$ cat src/rtl/i2s_transmitter.sv
// i2s_transmitter: I2S serializer with a one-pair holding buffer and mute-on-underrun framing
module i2s_transmitter #(
    parameter int AUDIO_BIT_WIDTH = 24,
    parameter int CLOCKS_PER_BIT  = 6,
    parameter int SLOT_WIDTH      = 32
) (
    input  logic                       clock,
    input  logic                       reset,
    input  logic [AUDIO_BIT_WIDTH-1:0] sample_left,
    input  logic [AUDIO_BIT_WIDTH-1:0] sample_right,
    input  logic                       sample_valid,
    output logic                       sample_ready,
    output logic                       bclk,
    output logic                       lrclk,
    output logic                       sdata,
    output logic                       frame_start,
    output logic                       underrun
);
    localparam int CW = $clog2(CLOCKS_PER_BIT);
    localparam int BW = $clog2(2 * SLOT_WIDTH);
    localparam logic [CW-1:0] C_LAST = CW'(CLOCKS_PER_BIT - 1);
    localparam logic [CW-1:0] C_HALF = CW'(CLOCKS_PER_BIT / 2);
    localparam logic [BW-1:0] B_LAST = BW'(2 * SLOT_WIDTH - 1);
    localparam logic [BW-1:0] B_SLOT = BW'(SLOT_WIDTH);
    localparam logic [BW-1:0] B_AW   = BW'(AUDIO_BIT_WIDTH);

    logic [CW-1:0]              r_c;
    logic [BW-1:0]              r_b;
    logic                       r_bclk, r_lrclk, r_sdata, r_fs, r_ur, r_full;
    logic [AUDIO_BIT_WIDTH-1:0] r_bufl, r_bufr, r_fl, r_fr;

    logic [CW-1:0]              w_c_n;
    logic [BW-1:0]              w_b_n, w_p;
    logic [AUDIO_BIT_WIDTH-1:0] w_ch, w_sh;
    logic                       w_right, w_sd, w_bnd, w_bnd_n, w_acc, w_full_n;

    assign w_c_n    = (r_c == C_LAST) ? '0 : r_c + 1'b1;
    assign w_b_n    = (r_c != C_LAST) ? r_b : (r_b == B_LAST) ? '0 : r_b + 1'b1;
    assign w_right  = w_b_n >= B_SLOT;
    assign w_p      = w_right ? w_b_n - B_SLOT : w_b_n;
    assign w_ch     = w_right ? r_fr : r_fl;
    // MSB of the channel shifted left by p-1 is bit (AUDIO_BIT_WIDTH - p)
    assign w_sh     = w_ch << (w_p - 1'b1);
    assign w_sd     = (w_p != '0) && (w_p <= B_AW) && w_sh[AUDIO_BIT_WIDTH-1];
    assign w_bnd    = (r_c == C_LAST) && (r_b == B_LAST);
    assign w_bnd_n  = (w_c_n == C_LAST) && (w_b_n == B_LAST);
    assign w_acc    = sample_valid && !r_full;
    // A boundary empties the buffer before any coincident accept refills it
    assign w_full_n = w_acc || (r_full && !w_bnd);

    assign sample_ready = !r_full;
    assign bclk         = r_bclk;
    assign lrclk        = r_lrclk;
    assign sdata        = r_sdata;
    assign frame_start  = r_fs;
    assign underrun     = r_ur;

    // Counters, buffer and frame registers; outputs register the next cycle's values
    always_ff @(posedge clock) begin
        if (reset) begin
            r_c     <= '0;
            r_b     <= '0;
            r_bclk  <= 1'b0;
            r_lrclk <= 1'b0;
            r_sdata <= 1'b0;
            r_fs    <= 1'b0;
            r_ur    <= 1'b0;
            r_full  <= 1'b0;
            r_bufl  <= '0;
            r_bufr  <= '0;
            r_fl    <= '0;
            r_fr    <= '0;
        end else begin
            r_c     <= w_c_n;
            r_b     <= w_b_n;
            r_bclk  <= w_c_n >= C_HALF;
            r_lrclk <= w_right;
            r_sdata <= w_sd;
            r_fs    <= w_bnd_n;
            r_ur    <= w_bnd_n && !w_full_n;
            r_full  <= w_full_n;
            if (w_acc) begin
                r_bufl <= sample_left;
                r_bufr <= sample_right;
            end
            if (w_bnd) begin
                r_fl <= r_full ? r_bufl : '0;
                r_fr <= r_full ? r_bufr : '0;
            end
        end
    end
endmodule

$ cat config.mk
export PLATFORM = sky130hd
export DESIGN_NAME = i2s_transmitter
export DESIGN_NICKNAME = d
export VERILOG_FILES = /design/src/rtl/i2s_transmitter.sv
export SDC_FILE = /design/constraint.sdc
export NUM_CORES = 1
export LEC_CHECK = 0
export ABC_AREA = 1
export ABC_CLOCK_PERIOD_IN_PS = 2900
export BUFFER_PORTS_ARGS = -buffer_cell sky130_fd_sc_hd__buf_2
export CAP_MARGIN = 20
export CORE_UTILIZATION = 60
export CTS_BUF_LIST = sky130_fd_sc_hd__clkbuf_8
export DETAILED_ROUTE_END_ITERATION = 7
export GPL_TIMING_DRIVEN = 0
export PLACE_DENSITY = 0.82
export SLEW_MARGIN = 15
export SYNTH_ARGS = -nofsm -noshare
export SYNTH_HDL_FRONTEND = slang
export SYNTH_SLANG_ARGS = --single-unit
$ cat constraint.sdc
create_clock -name clock -period 2.9 [get_ports clock]
set_input_delay 0.29 -clock clock [delete_from_list [all_inputs] [get_ports clock]]
set_output_delay 0.29 -clock clock [all_outputs]
set_load 0.03 [all_outputs]
After elaboration in Yosys (flattened, before gate mapping)
Cells that the tools add are included.
{"block": "totals", "ff_bits": 111, "output_inout_bits": 6, "elab_cells": 44}
{"block": "classes", "addsub": 4, "n_lt_le_gt_ge": 3, "n_eq_ne": 5, "n_shift": 1, "n_mux": 7, "reduce_logical": 12}
{"op": "$mux W24", "count": 3}
{"op": "$shl A24 B6 Y24", "count": 1}
{"op": "$mux W6", "count": 3}
{"op": "$eq A6 B6 Y1 const B", "count": 2}
{"op": "$logic_and A1 B1 Y1", "count": 7}
{"op": "$add A6 B1 Y6 const B", "count": 1}
{"op": "$eq A3 B3 Y1 const B", "count": 2}
{"op": "$ge A6 B6 Y1 const B", "count": 1}
{"op": "$le A6 B5 Y1 const B", "count": 1}
{"op": "$reduce_bool A6 Y1", "count": 1}
{"op": "$sub A6 B1 Y6 const B", "count": 1}
{"op": "$sub A6 B6 Y6 const B", "count": 1}
{"op": "$add A3 B1 Y3 const B", "count": 1}
{"op": "$ge A3 B2 Y1 const B", "count": 1}
{"op": "$logic_not A1 Y1", "count": 3}
{"op": "$mux W3", "count": 1}
{"op": "$ne A3 B3 Y1 const B", "count": 1}
{"op": "$logic_or A1 B1 Y1", "count": 1}

Logic depth before layout (Yosys ltp)
Gate-level depths: netlist of the first run.
{"block": "logic_depth", "word_depth": 8, "depth_mapped": 16, "mapped_depth_nobuf": 16}

Worst setup path before layout of the first run
No wires, ideal clock.
{"block": "synth_path", "kind": "register -> register", "start": "reg r_b[0]", "end": "reg r_sdata (netlist: sdata)", "setup_ps": 110, "arrival_ps": 2058, "t_required_ps": 2790, "setup_slack_ps": 732, "path_stages_with_launch": 14, "cell_sequence": "dfxtp_1 -> ha_1 -> nand4_4 -> nand2_2 -> buf_2 -> ha_1 -> xor2_1 -> inv_1 -> nand3_1 -> nand3_1 -> nand3_1 -> nand2_1 -> inv_1 -> nor2_1"}
{"block": "synth_via", "elab_chain_len": 8, "word_cells_on_any_way": 14}
{"element": "from (decl)", "line_no": "28", "text": "logic [BW-1:0] r_b;"}
{"element": "from (signal assigned)", "line_no": "75", "text": "r_b <= w_b_n;"}
{"element": "$add A6 B1 Y6 or $eq A6 B6 Y1 (tied branches)", "line_no": "38", "text": "assign w_b_n = (r_c != C_LAST) ? r_b : (r_b == B_LAST) ? '0 : r_b + 1'b1;"}
{"element": "$mux W6", "line_no": "38"}
{"element": "$mux W6 (*)", "line_no": "38"}
{"element": "$sub A6 B6 Y6 or $ge A6 B6 Y1 (tied branches)", "line_no": "40, 39"}
{"element": "$mux W6", "line_no": "40", "text": "assign w_p = w_right ? w_b_n - B_SLOT : w_b_n;"}
{"element": "$sub A6 B1 Y6, or another cell as far along", "line_no": "43", "text": "assign w_sh = w_ch << (w_p - 1'b1);"}
{"element": "$shl A24 B6 Y24 or $logic_and A1 B1 Y1 (tied branches)", "line_no": "43, 44"}
{"element": "$logic_and A1 B1 Y1 (*)", "line_no": "44", "text": "assign w_sd = (w_p != '0) && (w_p <= B_AW) && w_sh[AUDIO_BIT_WIDTH-1];"}
{"element": "to (signal assigned)", "line_no": "78", "text": "r_sdata <= w_sd;"}
{"element": "to (decl)", "line_no": "29", "text": "logic r_bclk, r_lrclk, r_sdata, r_fs, r_ur, r_full;"}
Every way passes the cells marked *; elsewhere a longest branch is shown, timed or not.
A chain may end at the register's enable or synchronous reset.

Final worst setup path of the first run
{"block": "layout_path", "start": "reg r_c[0]", "end": "reg r_sdata (netlist: sdata)"}
{"block": "layout_via", "elab_chain_len": 7, "word_cells_on_any_way": 12}
{"element": "from (decl)", "line_no": "27", "text": "logic [CW-1:0] r_c;"}
{"element": "from (signal assigned)", "line_no": "74", "text": "r_c <= w_c_n;"}
{"element": "$ne A3 B3 Y1 (*)", "line_no": "38"}
{"element": "$mux W6 (*)", "line_no": "38"}
{"element": "$sub A6 B6 Y6 or $ge A6 B6 Y1 (tied branches)", "line_no": "40, 39"}
{"element": "$mux W6", "line_no": "40"}
{"element": "$sub A6 B1 Y6, or another cell as far along", "line_no": "43"}
{"element": "$shl A24 B6 Y24 or $logic_and A1 B1 Y1 (tied branches)", "line_no": "43, 44"}
{"element": "$logic_and A1 B1 Y1 (*)", "line_no": "44"}
Marks and branches as above.

==> impl_metrics.tcl, run 1 <==
set metrics [dict create \
    status "finished clean" \
    worstPathMaxFanout 11 \
    clkSinkCount 111 \
    criticalPathCategory "reg -> reg" \
    syn2layout_area_growth_pct 12.6 \
    slew_viol_final 0 \
    fp.dieW_um 90.5 \
    r2r_start "r_c[0]" \
    seq_area_frac_synth 0.472 \
    firstDrtPassIters 6 \
    grt_pass1_vias 3941 \
    grt_max_degree 17 \
    cp_slowest_cell "dfxtp_1" \
    synth.avg_cell_area_um2 7.59 \
    syn-instance-count 620 \
    worstHoldEndpoint "r_bufl[8]" \
    period_share 0.920 \
    wire_per_inst_um 14.3 \
    first_iter_violations 260 \
    slowest_delay_ns 0.42 \
    yosysUniqueCellTypes 32 \
    fin_ws_ns 0.233 \
    cts_tree "done" \
    place_congestion 0.976 \
    port_buffers 55 \
    vias 4269 \
    cts_resized 0 \
    yosysWarnings 0 \
    ys_ff_latch 111 \
    dp_hpwl_um 8540 \
    clkTransAtPathRegs_ns 0.10 \
    drive_above_1_share 0.132 \
    tightest_slew_ns 0.611 \
    syn-cell-area_um2 4700 \
    relSlewSlack 0.593 \
    r2r_setup_slack_ns 0.23 \
    drc_errors 0 \
    whs_path_depth 3 \
    start_util 0.635 \
    io_pins 57 \
    startpoint "r_c[0]" \
    core_um2 7410 \
    cts_setup_buffers 0 \
    hold_path_class "in -> reg" \
    cpMostUsedCell "nand3_1" \
    syn_nets 675 \
    arrival_ns 2.93 \
    required_ns 3.17 \
    nets 741 \
    finalSetupViolations 0 \
    htreeDepth 3 \
    root_buffer "clkbuf_8" \
    rows 31 \
    diodes 0 \
    grt_remaining_overflow 0 \
    clock_path_buffers 2 \
    postRouteAntennaNets 0 \
    place_ws_ns 0.167 \
    antenna_found_initial 0 \
    ctsHoldBuffers 0 \
    reg2reg_depth 14 \
    min_from "sample_left[8]" \
    wl_um 11300 \
    rsz0062_at_grt "no" \
    die_area_um2 8200 \
    ir_worst_vdd_mv 0.352 \
    cap_violations 0 \
    fp.dieH_um 90.5 \
    p_leak_nw 2.23 \
    cts_inserted_buffers 9 \
    rr_endpoint "sdata" \
    finalHoldViolations 0 \
    fin_tns_setup_ns 0 \
    p_per_area_nw_per_um2 522 \
    grt_first_pass_wirelength_um 18800 \
    vias_per_cell 5.42 \
    clock_latency_ns 0.36 \
    path_cells "nand2_1, nor2_4, nand4_4, nand2_2, buf_2, ha_1, xor2_2, inv_1, nand3_1, nand3_1, nand3_1, nand2_1, inv_1, nor2_1" \
    skew_ns 0.0107 \
    fmax_mhz 375 \
    start_kind "flip-flop" \
    min_period_ns 2.67 \
    endpoint_kind "flip-flop" \
    grt_usage 0.287 \
]
## where the power goes
part	switching (mW)	internal [mW]
logic	0.156	0.0864
clock network	0.487	0.413
registers	0.0366	1.58
total	0.679	2.08
## worst max-delay path: cells and delay by family (launching register included)
| kind | cells | cell delay, ns |
|---|---|---|
| buf+inv | 3 | 0.49 |
| simple gates | 9 | 1.12 |
| fa+ha+maj | 1 | 0.27 |
| xor+xnor | 1 | 0.28 |
| flops | 1 | 0.42 |
## per-stage QoR
stage	util	cells	hold slack, ns	area [µm²]	power (mW)
detailed placement	0.689	774	0.451	5100	1.90
finish	0.715	788	0.172	5300	2.76
global placement	0.689	774	0.454	5100	1.88
CTS	0.714	788	0.165	5290	2.77
global route	0.715	788	0.177	5300	2.87
floorplan	-	620	0.437	4700	1.80
## per-layer routing
metal / vias up / track usage / part of all wire
li1: 2179 / - / -
met1: 1963 / 0.390 / 0.47
met2: 110 / 0.470 / 0.47
met3: 17 / 0.0412 / 0.045
met4: 0 / 0.0914 / 0.016
met5: - / 0 / 0
## layout by cell type (no fill, tap or decap), drive strengths merged
cell type	n
nor2	114
dfxtp	111
nand3	78
buf	62
nand2	60
inv	55
a21oi	52
o21ai	48
clkbuf	46
a211oi	39
ha	4
xor2	4
or2	3
nand4	3
xnor2	2
o21a	2
clkinv	2
nor3	1
or3	1
nor3b	1
bufinv	1
## Yosys cell counts, drive strengths merged
library cell,instances,share of area
dfxtp,111,0.47
or2,3,0.0040
nor2,114,0.093
nand2,60,0.056
o21a,2,0.0032
inv,53,0.043
a21oi,52,0.055
a211oi,39,0.062
xor2,4,0.0090
nand4,3,0.0072
clkinv,1,0.00080
clkbuf,36,0.029
xnor2,2,0.0037
o21ai,48,0.051
nor3,1,0.0011
or3,1,0.0024
nand3,78,0.084
nor3b,1,0.0027
buf,7,0.0098
ha,4,0.011
## state kept, by name, summed over array words and instances, names as in the netlist
name and cells:
frame_start 1, r_b 6, r_fr 24, r_bufl 24, r_fl 24, sdata 1
bclk 1, lrclk 1, r_bufr 24, r_full 1, underrun 1, r_c 3
## worst max-delay path by stage
stage,end,slack [ns],cells after the start
floorplan,sdata,0.73,13
global placement,sdata,0.16,14
detailed placement,sdata,0.17,14
CTS,sdata,0.14,14
global route,sdata,0.03,14
finish,sdata,0.23,14
## area by class of cell
class / count / area, µm²
Clock inverter: 4 / 47.5
Timing Repair Buffer: 55 / 275
Inverter: 54 / 205
Fill cell: 616 / 2110
Buffer: 43 / 181
Tap cell: 99 / 124
Sequential cell: 111 / 2220
Multi-Input combinational cell: 412 / 2100
Clock buffer: 10 / 138
## kinds of logic (layout without fill, tap and decap cells)
logic type,after synthesis,in the layout,synth area share
AOI/OAI and AO/OA,141,141,0.172
xor gates and xnor gates,6,6,0.0128
adders and majority gates,4,4,0.0106
buffers and inverters,97,166,0.0822
DFF,111,111,0.472
and+or+nand+nor,261,261,0.250
Note: power is estimated with default switching activity, not from simulation.
==> inputs of run 2 (changes only) <==
- PLACE_DENSITY: 0.82 -> 0.89
==> impl_metrics.tcl, run 2 (synthesized netlist as in run 1, its figures left out) <==
set metrics [dict create \
    status "finished clean" \
    hold_path_class "in -> reg" \
    ff_latch_area_um2 2220 \
    cp_slowest_cell "dfxtp_1" \
    start_util 0.635 \
    vias 4345 \
    grt_pass1_vias 4143 \
    tightest_slew_ns 0.596 \
    drive_above_1_share 0.136 \
    slowest_delay_ns 0.40 \
    cts_resized 0 \
    worstPathMaxFanout 11 \
    skew_ns 0.00858 \
    r2r_setup_slack_ns 0.23 \
    grt_usage 0.291 \
    htreeDepth 3 \
    period_share 0.919 \
    grt_max_degree 19 \
    p_leak_nw 2.23 \
    first_iter_violations 197 \
    hold_slack_ns 0.148 \
    grt_remaining_overflow 0 \
    endpoint_kind "flip-flop" \
    nets 741 \
    criticalPathCategory "reg -> reg" \
    io_pins 57 \
    fp.dieH_um 90.5 \
    clkTransAtPathRegs_ns 0.10 \
    finalSetupViolations 0 \
    ir_worst_vdd_mv 0.370 \
    relSlewSlack 0.603 \
    path_cells "ha_1, nand4_4, nand2_2, buf_2, ha_1, xor2_2, inv_1, nand3_1, nand3_1, nand3_1, nand2_1, inv_1, nor2_1" \
    vias_per_cell 5.50 \
    postRouteAntennaNets 0 \
    worstHoldEndpoint "r_bufl[9]" \
    wl_um 11500 \
    place_congestion 0.942 \
    rsz0062_at_grt "no" \
    whs_path_depth 3 \
    rows 31 \
    fillers 602 \
    fp.dieW_um 90.5 \
    clock_path_buffers 2 \
    diodes 0 \
    start_kind "flip-flop" \
    cts_inserted_buffers 9 \
    antenna_found_initial 0 \
    multi_input_area_um2 2100 \
    dp_hpwl_um 8600 \
    p_per_area_nw_per_um2 534 \
    root_buffer "clkbuf_8" \
    clkSinkCount 111 \
    r2r_start "r_b[0]" \
    cts_setup_buffers 0 \
    maxUsedRoutingLayer "met4" \
    routed-wl-met2_um 5480 \
    met1_length_um 5040 \
    drc_errors 0 \
    port_buffers 55 \
    arrival_ns 2.95 \
    fin_tns_setup_ns 0 \
    syn2layout_area_growth_pct 13.2 \
    core_um2 7410 \
    grt_first_pass_wirelength_um 19100 \
    reg2reg_depth 13 \
    cap_violations 0 \
    rr_endpoint "sdata" \
    cts_tree "done" \
    layout_common_cells "112 x nor2_1, 111 x dfxtp_1, 77 x nand3_1, 59 x buf_2, 55 x nand2_1" \
    finalHoldViolations 0 \
    cpMostUsedCell "nand3_1" \
    wire_per_inst_um 14.5 \
    fmax_mhz 375 \
    die_area_um2 8200 \
    ctsHoldBuffers 0 \
    slew_viol_final 0 \
    wl_met3_um 713 \
    firstDrtPassIters 5 \
    final_common_cell "nor2_1" \
    required_ns 3.18 \
    min_from "sample_left[9]" \
    min_period_ns 2.67 \
    clock_latency_ns 0.38 \
]
[run 2: worst max-delay path, delay by kind of cell (launching register included)]
kind,cells,cell delay (ns)
buf+inv,3,0.49
flops,1,0.40
fa+ha+maj,2,0.59
simple gates,7,0.82
xor+xnor,1,0.29
[run 2: final cells by class]
cell class              instances  share of cell area
flip-flops and latches        111               0.417
multi-input cells             412               0.395
repair buffers                 55              0.0517
inverters                      54              0.0385
plain buffers                  43              0.0341
clock buffers                  11              0.0284
well taps                      99              0.0233
clock inverters                 5              0.0120
[run 2: how the worst max path moves through the flow]
stage	startpoint	endpoint	slack, ns	depth (start not counted)
floorplan	r_b[0]	sdata	0.73	13
global placement	r_c[0]	sdata	0.21	14
detailed placement	r_c[0]	sdata	0.22	14
CTS	r_c[0]	sdata	0.19	14
global route	r_c[0]	sdata	0.04	14
finish	r_b[0]	sdata	0.23	13
[run 2: metal layers]
| metal | vias up | track usage |
|---|---|---|
| li1 | 2182 | - |
| met1 | 2006 | 0.357 |
| met2 | 129 | 0.495 |
| met3 | 28 | 0.0758 |
| met4 | 0 | 0.0954 |
| met5 | - | 0 |
[run 2: stage by stage]
step	instances	utilization	worst slack, ns	cell area [µm²]	total power, mW
after global placement	774	0.689	0.214	5100	1.88
after floorplan	620	-	0.732	4700	1.80
after detailed placement	774	0.689	0.216	5100	1.89
final	790	0.719	0.234	5330	2.85
after global routing	790	0.719	0.0447	5330	2.95
after CTS	790	0.718	0.186	5320	2.84
[run 2: where the power goes]
part           internal [mW]  leakage, nW  switching (mW)
Clock                  0.453        0.106           0.528
Combinational         0.0865         1.22           0.157
Sequential              1.58        0.906          0.0360
==> inputs of run 3 (changes only) <==
- CELL_PAD_IN_SITES_DETAIL_PLACEMENT: unset -> 1
- CELL_PAD_IN_SITES_GLOBAL_PLACEMENT: unset -> 2
- CORE_UTILIZATION: 60 -> 35
- CTS_CLUSTER_DIAMETER: unset -> 100
==> impl_metrics.tcl, run 3 (synthesized netlist as in run 1, its figures left out) <==
set metrics [dict create \
    status "finished clean" \
    place_congestion 0.876 \
    fp.dieH_um 118 \
    postRouteAntennaNets 0 \
    cp_slowest_cell "dfxtp_1" \
    fmax_mhz 382 \
    finalHoldViolations 0 \
    firstDrtPassIters 4 \
    cts_tree "done" \
    rsz0062_at_grt "no" \
    cap_violations 0 \
    io_pins 57 \
    p_leak_nw 2.23 \
    clock_latency_ns 0.38 \
    finalSetupViolations 0 \
    cp_top_family "simple AND/OR/NAND/NOR gates" \
    required_ns 3.18 \
    die_area_um2 13900 \
    cts_inserted_buffers 9 \
    whs_path_depth 3 \
    drc_errors 0 \
    ir_worst_vdd_mv 0.233 \
    vias 4230 \
    port_buffers 55 \
    grt_usage 0.200 \
    slowest_delay_ns 0.40 \
    tightest_slew_ns 0.737 \
    crit_cells 14 \
    wire_per_inst_um 15.4 \
    criticalPathCategory "reg -> reg" \
    clkTransAtPathRegs_ns 0.09 \
    htreeDepth 3 \
    layout_common_cells "112 x nor2_1, 111 x dfxtp_1, 77 x nand3_1, 58 x buf_2, 55 x nand2_1" \
    core_um2 12900 \
    start_kind "flip-flop" \
    relSlewSlack 0.509 \
    cpMostUsedCell "nand3_1" \
    start_util 0.365 \
    antenna_found_initial 0 \
    grt_first_pass_wirelength_um 22000 \
    fin_ws_ns 0.280 \
    period_share 0.904 \
    clkSinkCount 111 \
    syn2layout_area_growth_pct 14.4 \
    nets 742 \
    dp_hpwl_um 10300 \
    root_buffer "clkbuf_8" \
    drive_above_1_share 0.131 \
    fp.dieW_um 118 \
    worstPathMaxFanout 11 \
    endpoint_kind "flip-flop" \
    first_iter_violations 135 \
    path_cells "nand2_1, nor2_4, nand4_4, nand2_4, clkbuf_4, ha_1, xor2_2, inv_1, nand3_1, nand3_1, nand3_1, nand2_1, inv_1, nor2_1" \
    final_common_cell "nor2_1" \
    diodes 0 \
    grt_remaining_overflow 0 \
    vias_per_cell 4.91 \
    grt_max_degree 16 \
    min_period_ns 2.62 \
    hold_path_class "in -> reg" \
    reg2reg_depth 14 \
    slew_viol_final 0 \
    path_buf_inv 3 \
    fin_tns_setup_ns 0 \
    skew_ns 0.00651 \
    rows 41 \
    p_per_area_nw_per_um2 510 \
    clock_path_buffers 2 \
    wl_um 13300 \
    arrival_ns 2.90 \
    grt_pass1_vias 4397 \
    place_ws_ns 0.0490 \
    ctsHoldBuffers 0 \
]
-- run 3: cell types whose count changed in the layout (fill, tap and decap cells not counted), sizes merged --
cell      change
clkbuf        -1
clkinvlp      -1
inv           +1
clkinv        -1
-- run 3: area by class of cell --
class	instances	area (µm²)
clock buffer	9	124
inverter	54	205
sequential	111	2220
fill	1650	7490
buffer	43	184
multi-input combinational	412	2110
clock inverter	4	42.5
tap	172	215
timing repair buffer	56	283
-- run 3: final timing paths --
kind | slack [ns] | from | endpoint
max reg2reg | 0.28 | r_c[0] | sdata
min | 0.15 | sample_left[8] | r_bufl[8]
max | 0.28 | r_c[0] | sdata
min reg2reg | 0.48 | r_fr[0] | r_fr[0]
-- run 3: stage by stage --
stage               hold WS [ns]  instance area, µm²   util  power [mW]  std cells
finish                     0.155                5380  0.418        2.74        861
floorplan                  0.437                4700      -        1.80        620
CTS                        0.135                5360  0.416        2.76        860
global route               0.156                5380  0.418        2.88        861
detailed placement         0.461                5190  0.403        1.91        847
global placement           0.454                5190  0.403        1.89        847
-- run 3: worst reg2reg max path: cells and delay by family (launching register included) --
| kind | cells | cell delay [ns] |
|---|---|---|
| xor gates and xnor gates | 1 | 0.27 |
| adders and majority gates | 1 | 0.24 |
| DFF | 1 | 0.40 |
| buffers and inverters | 3 | 0.45 |
| and+or+nand+nor | 9 | 1.17 |
-- run 3: power breakdown --
part,total [mW],internal [mW],switching (mW)
Sequential,1.62,1.58,0.0358
Clock,0.873,0.379,0.494
Combinational,0.249,0.0877,0.162
-- run 3: what timing repair did --
action                                  CTS  global route
resized for setup                         0             3
buffers inserted                          0             1
endpoints found under the setup margin    0             1
-- run 3: per-layer routing --
metal	track usage	wire length, µm	up-vias
li1	-	-	2176
met1	0.254	6340	1989
met2	0.342	6350	57
met3	0.0354	474	8
met4	0.0625	122	0
met5	0	0	-
